`src/rtl/uart_rx.sv`:
```
// uart_rx: 8N1 serial receiver with 2-flop input synchronizer, glitch rejection and break handling
module uart_rx #(
  parameter int CLK_HZ = 12000000,
  parameter int BAUD   = 115200
) (
  input  logic       clk,
  input  logic       rst,
  input  logic       din,
  output logic [7:0] data_out,
  output logic       valid,
  output logic       frame_err,
  output logic       busy
);
  localparam int CLKS_PER_BIT = CLK_HZ / BAUD;
  localparam int HALF_BIT = CLKS_PER_BIT / 2;
  localparam int CW = $clog2(CLKS_PER_BIT);
  localparam logic [CW-1:0] HALF_END = CW'(HALF_BIT - 1);
  localparam logic [CW-1:0] BIT_END = CW'(CLKS_PER_BIT - 1);
  typedef enum logic [2:0] {IDLE, START, DATA, STOP, BRK} state_t;
  state_t state_q, state_d;
  logic [1:0] sync_q, sync_d;
  logic [CW-1:0] cnt_q, cnt_d;
  logic [2:0] bit_q, bit_d;
  logic [7:0] shift_q, shift_d, data_q, data_d;
  logic valid_q, valid_d, ferr_q, ferr_d;
  logic sd, half_hit, bit_hit;
  assign sd = sync_q[1];
  assign half_hit = cnt_q == HALF_END;
  assign bit_hit = cnt_q == BIT_END;
  assign data_out = data_q;
  assign valid = valid_q;
  assign frame_err = ferr_q;
  assign busy = state_q != IDLE;
  // State and datapath registers; reset returns everything to idle-line values
  always_ff @(posedge clk or negedge rst) begin
    if (!rst) begin
      state_q <= IDLE;
      sync_q  <= 2'b11;
      cnt_q   <= '0;
      bit_q   <= '0;
      shift_q <= '0;
      data_q  <= '0;
      valid_q <= 1'b0;
      ferr_q  <= 1'b0;
    end else begin
      state_q <= state_d;
      sync_q  <= sync_d;
      cnt_q   <= cnt_d;
      bit_q   <= bit_d;
      shift_q <= shift_d;
      data_q  <= data_d;
      valid_q <= valid_d;
      ferr_q  <= ferr_d;
    end
  end
  // Next state: sample at mid-start, then every full bit; stop bit exits at its midpoint
  always_comb begin
    state_d = state_q;
    case (state_q)
      IDLE:    state_d = sd ? IDLE : START;
      START:   if (half_hit) state_d = sd ? IDLE : DATA;
      DATA:    if (bit_hit && bit_q == 3'd7) state_d = STOP;
      STOP:    if (bit_hit) state_d = sd ? IDLE : BRK;
      BRK:     state_d = sd ? IDLE : BRK;
      default: state_d = IDLE;
    endcase
  end
  // Counters, shift register and output pulses
  always_comb begin
    sync_d = {sync_q[0], din};
    cnt_d = (state_q == IDLE || state_q == BRK || state_d != state_q || (state_q == DATA && bit_hit)) ? '0 : cnt_q + 1'b1;
    bit_d = state_q == DATA ? (bit_hit ? bit_q + 3'd1 : bit_q) : 3'd0;
    shift_d = shift_q;
    if (state_q == DATA && bit_hit) shift_d[bit_q] = sd;
    valid_d = state_q == STOP && bit_hit && sd;
    ferr_d = state_q == STOP && bit_hit && !sd;
    data_d = valid_d ? shift_q : data_q;
  end
endmodule

```
`config.mk`:
```
export PLATFORM = sky130hd
export DESIGN_NAME = uart_rx
export DESIGN_NICKNAME = d
export VERILOG_FILES = /design/src/rtl/uart_rx.sv
export SDC_FILE = /design/constraint.sdc
export NUM_CORES = 1
export LEC_CHECK = 0
export CAP_MARGIN = 20
export CORE_ASPECT_RATIO = 1.5
export CORE_MARGIN = 2
export CORE_UTILIZATION = 61
export CTS_BUF_LIST = sky130_fd_sc_hd__clkbuf_8
export DETAILED_ROUTE_END_ITERATION = 10
export PLACE_DENSITY = 0.79
export SETUP_SLACK_MARGIN = 0.15
export SYNTH_ARGS = -nofsm -noshare
export SYNTH_HDL_FRONTEND = slang
export SYNTH_SLANG_ARGS = --single-unit
```
`constraint.sdc`:
```
create_clock -name clk -period 3.8 [get_ports clk]
set_clock_uncertainty 0.2 [all_clocks]
set_input_delay 0.38 -clock clk [delete_from_list [all_inputs] [get_ports clk]]
set_output_delay 0.38 -clock clk [all_outputs]
set_load 0.01 [all_outputs]
```
## Word level (Yosys, flattened, before mapping)

Cells that the tools add are included.

| storage, ports and cells | value |
|---|---|
| register bits | 33 |
| input bits | 3 |
| output and inout bits | 11 |
| word-level logic and storage cells | 46 |

| operators by class | value |
|---|---|
| add/subtract/negate cells | 2 |
| $lt $le $gt $ge | 2 |
| equality and inequality tests | 9 |
| muxes and demuxes | 13 |
| reductions and logical operators | 12 |

Operators by type and width:

| operator | number |
|---|---|
| $mux W3 | 6 |
| $pmux W3 S5 | 1 |
| $bwmux W8 | 1 |
| $add A7 B1 Y7 const B | 1 |
| $eq A7 B6 Y1 const B | 1 |
| $eq A7 B7 Y1 const B | 1 |
| $mux W7 | 1 |
| $eq A3 B2 Y1 const B | 2 |
| $eq A3 B3 Y1 const B | 2 |
| $logic_and A1 B1 Y1 | 6 |
| $lt A3 B4 Y1 const B | 1 |
| $add A3 B1 Y3 const B | 1 |
| $demux W1 S3 | 1 |
| $eq A3 B1 Y1 const B | 1 |
| $ge A3 B1 Y1 const B | 1 |
| $logic_not A3 Y1 | 1 |
| $logic_or A1 B1 Y1 | 3 |
| $ne A3 B3 Y1 | 1 |
| $reduce_bool A3 Y1 | 1 |
| $mux W1 | 2 |
| $mux W2 | 1 |
| $ne A2 B2 Y1 const B | 1 |
| $logic_not A1 Y1 | 1 |

## Depth between registers and ports, before layout

| logic depth | value |
|---|---|
| depth after elaboration | 8 |
| gate-level depth with buffers | 6 |
| depth with buffers taken out | 5 |

## Worst setup path before layout

OpenSTA, ideal clock, no wires.

| timing path | value |
|---|---|
| kind | reg-to-reg |
| start | reg cnt_q[0] |
| end | reg shift_q[1] |
| library setup time | 127 ps |
| arrival time | 1471 ps |
| required time | 3473 ps |
| slack | 2002 ps |
| stages on the path, launching flop included | 7 |
| path buffers | 2 |
| period minus slack after synthesis | 1798 ps |
| path through | dfrtp_1 > ha_1 > and3b_1 > buf_2 > buf_4 > nand4_1 > mux2_1 |

| on the way | value |
|---|---|
| word-level cells in the longest chain between the ends | 2 |

Ends and longest elaborated chain:

| item | RTL line | text |
|---|---|---|
| start, declared | 22 | `logic [CW-1:0] cnt_q, cnt_d;` |
| start signal, assigned | 48 | `cnt_q <= cnt_d;` |
| $eq A7 B7 Y1 | 29 | `assign bit_hit = cnt_q == BIT_END;` |
| $logic_and A1 B1 Y1 | 74 | `if (state_q == DATA && bit_hit) shift_d[bit_q] = sd;` |
| end signal, assigned | 50 | `shift_q <= shift_d;` |
| end, declared | 24 | `logic [7:0] shift_q, shift_d, data_q, data_d;` |

Every way passes these cells.
A chain may end at the register's enable or synchronous reset.

## Worst setup path in the final report

| timing path | value |
|---|---|
| start | reg cnt_q[0] |
| end | reg state_q[0] |

| on the way | value |
|---|---|
| word-level cells in the longest chain between the ends | 4 |
| elaborated cells between the ends (all ways) | 7 |
| classes of those cells | eq/ne (2); mux (4); reduce/logical (1) |

Ends and longest elaborated chain:

| item | RTL line | text |
|---|---|---|
| $eq A7 B7 Y1 | 29 |  |
| $logic_and A1 B1 Y1 | 62 | `DATA: if (bit_hit && bit_q == 3'd7) state_d = STOP;` |
| $mux W3 | 62 |  |
| $pmux W3 S5 (*) | 59 | `case (state_q)` |
| net state_d[0] | 20 | `state_t state_q, state_d;` |
| end signal, assigned | 46 | `state_q <= state_d;` |
| end, declared | 20 |  |

The timed path passes the listed nets; every way through them passes the cells marked *.

==> reports/qor.yml <==
setup_path:
  required_ns: 3.77
  worst_setup_path_end_kind: "flip-flop"
  path_class: "reg2reg"
  cp_max_fo: 11
  slowest_delay_ns: 0.62
  arrival_ns: 2.21
  crit_slowest_cell: "or4_4"
  path_cells: "ha_1 -> nand3b_1 -> or4_4 -> a211o_1"
  start_kind: "flip-flop"
status:
  run_status: "complete, no violations"
clocking:
  cts_buffers: 5
  clk_latency_ns: 0.28
  cts_tree: "done"
  clk_pin_slew_worst_paths_ns: 0.07
  cts-resized-gates: 0
  htree_num_levels: 2
  ctsLongestPathBuffers: 2
  root_buffer: "clkbuf_8"
  ctsHoldBuffers: 0
  post-cts-setup-buffers: 0
  clock-sinks: 33
global_routing:
  grt_start_max_net_pins: 34
  antenna_found_initial: 0
  grt_pass1_vias: 1072
  overflow: 0
  grt_pass1_wl_um: 4919
  grt_usage_pct: 22.71
synth:
  synth_edf_count: 0
  synth-async-reset-ratio_pct: 100.0
  synth_fp_nets: 141
  synth_area_per_cell_um2: 12.29
  ys_seq_area_share_pct: 49.92
  synth_area_leaders: "dfrtp_1 47%, mux2_4 7.2%, mux2_1 5.4%"
  yosysTopAreaCell: "dfrtp_1"
  yosysUniqueCellTypes: 41
  netlist_area_mm2: 0.001659
  yosys_warnings: 0
  synthCells: 135
  yosysTopAreaCellShare_pct: 46.76
  synthFlopType: "dfrtp_1"
  ys_ff_latch: 33
timing:
  fmax_ghz: 0.4472
  period_share_pct: 58.85
  setup-tns-final_ns: 0
  setup_viol_count_final: 0
  fin_crit_ns: 2.236
  tightest_slew_ns: 0.4991
  slew_headroom_pct: 66.73
  slew_violations: 0
  hold_viol: 0
  rsz0062_at_grt: "false"
routing:
  num_vias: 1086
  dr.first_iter.drc_count: 20
  drt_wl_total_um: 2827
  drtAntennaViolNets: 0
  drc: 0
  viasPerCell: 5.870
  drtPass1Iterations: 4
  drt-wirelength-per-cell_um: 15.28
power_and_ir_drop:
  worst_ir_drop_vdd_v: 0.0002719
  p_total_mw: 0.6502
  p_per_area_mw_per_mm2: 345.5
  p_leak_nw: 0.8639
floorplan:
  fp.dieW_um: 46.58
  die_h_um: 67.87
  dieArea_mm2: 0.003161
  core_area_mm2: 0.002619
  start_util_pct: 63.35
  num_rows: 23
  io_pins: 14
placed_design:
  place_area_mm2: 0.001780
  dp_cells: 177
  gp_congestion: 0.7950
  place_hpwl_um: 2016
  port_buffers: 13
final_layout:
  final_cells: 185
  nets: 153
  syn_to_final_growth_pct: 13.42
  drive_above_1_share_pct: 17.57
  fillers: 187
  num_antenna_cells: 0
  fin_area_mm2: 0.001882
  fin_util_pct: 71.86
hold_path:
  hold_class: "reg2reg"
run:
  cap_violations: 0
-- stage by stage --
stage / hold slack [ns] / setup WS, ns
after detailed placement: 0.1515 / 1.568
final: 0.1646 / 1.564
after global placement: 0.1461 / 1.649
after CTS: 0.1645 / 1.557
after floorplan: -0.1156 / 2.002
after global routing: 0.1701 / 1.436
-- power breakdown --
group	total [mW]	switching, mW	internal, mW
Clock	0.285	0.122	0.163
Sequential	0.356	0.00230	0.353
Combinational	0.00924	0.00661	0.00263
-- cells in the mapped netlist, types with 4 or more instances --
cell,n
dfrtp_1,31
a21oi_1,8
mux2_1,8
mux2_4,8
nand4_1,8
and3b_1,5
nand2_1,5
nand3_1,5
nand3b_1,4
o21ai_0,4
-- cell families (layout without fill, tap and decap cells) --
kind of cell               count (synthesis)  count (layout)  share of synthesized area (%)
DFF                                       33              33                          49.92
buffers and inverters                     10              23                          3.996
xor gates and xnor gates                   3               3                          1.584
and+or+nand+nor                           47              47                          19.46
muxes                                     16              16                          12.67
AOI/OAI and AO/OA                         23              23                          10.11
adders and majority gates                  3               3                          2.263
-- layout make-up --
type	instances	area (um^2)	share of cell area, %
Clock buffer	7	96.34	5.120
Clock inverter	1	5.005	0.2660
Inverter	1	3.754	0.1995
Multi-Input combinational cell	92	764.5	40.63
Sequential cell	33	828.3	44.02
Tap cell	37	46.29	2.460
Timing Repair Buffer	14	137.6	7.314
-- placed cells by master (no fill, tap or decap), drive strengths merged, types with 4 or more instances in the layout --
cell type      instances
a21oi                  8
and3b                  6
clkbuf                 7
clkdlybuf4s50         13
dfrtp                 31
mux2                  16
nand2                  5
nand3                  5
nand3b                 4
nand4                  9
nor3b                  4
o21ai                  6
-- registers in the layout (all words and copies together), names as in the netlist --
register,count
bit_q,3
data_out,8
sync_q,2
frame_err,1
cnt_q,7
state_q,3
shift_q,8
valid,1
-- final timing paths --
| check | startpoint | end | slack [ns] | depth (start not counted) |
|---|---|---|---|---|
| max | cnt_q[0] | state_q[0] | 1.56 | 4 |
| min | sync_q[0] | sync_q[1] | 0.16 | 0 |
| max reg2reg | cnt_q[0] | state_q[0] | 1.56 | 4 |
| min reg2reg | sync_q[0] | sync_q[1] | 0.16 | 0 |
| max in group asynchronous | rst | sync_q[1] | 2.79 | 2 |
| min in group asynchronous | rst | valid | 0.29 | 2 |
-- routing by layer --
metal | share of wire [%] | global-route usage [%]
met5 | 0 | 0
met4 | 2.7 | 12.86
met3 | 3.0 | 7.124
met2 | 54 | 37.85
met1 | 40 | 24.57
-- worst max-delay path: cells and delay by family (launching register included) --
family,cells,cell delay [ns]
flip-flops,1,0.39
AO/OA/AOI/OAI,1,0.28
AND/OR/NAND/NOR,2,0.99
adder cells (fa/ha/maj),1,0.26
No activity file was read; power rests on OpenSTA's default activity.
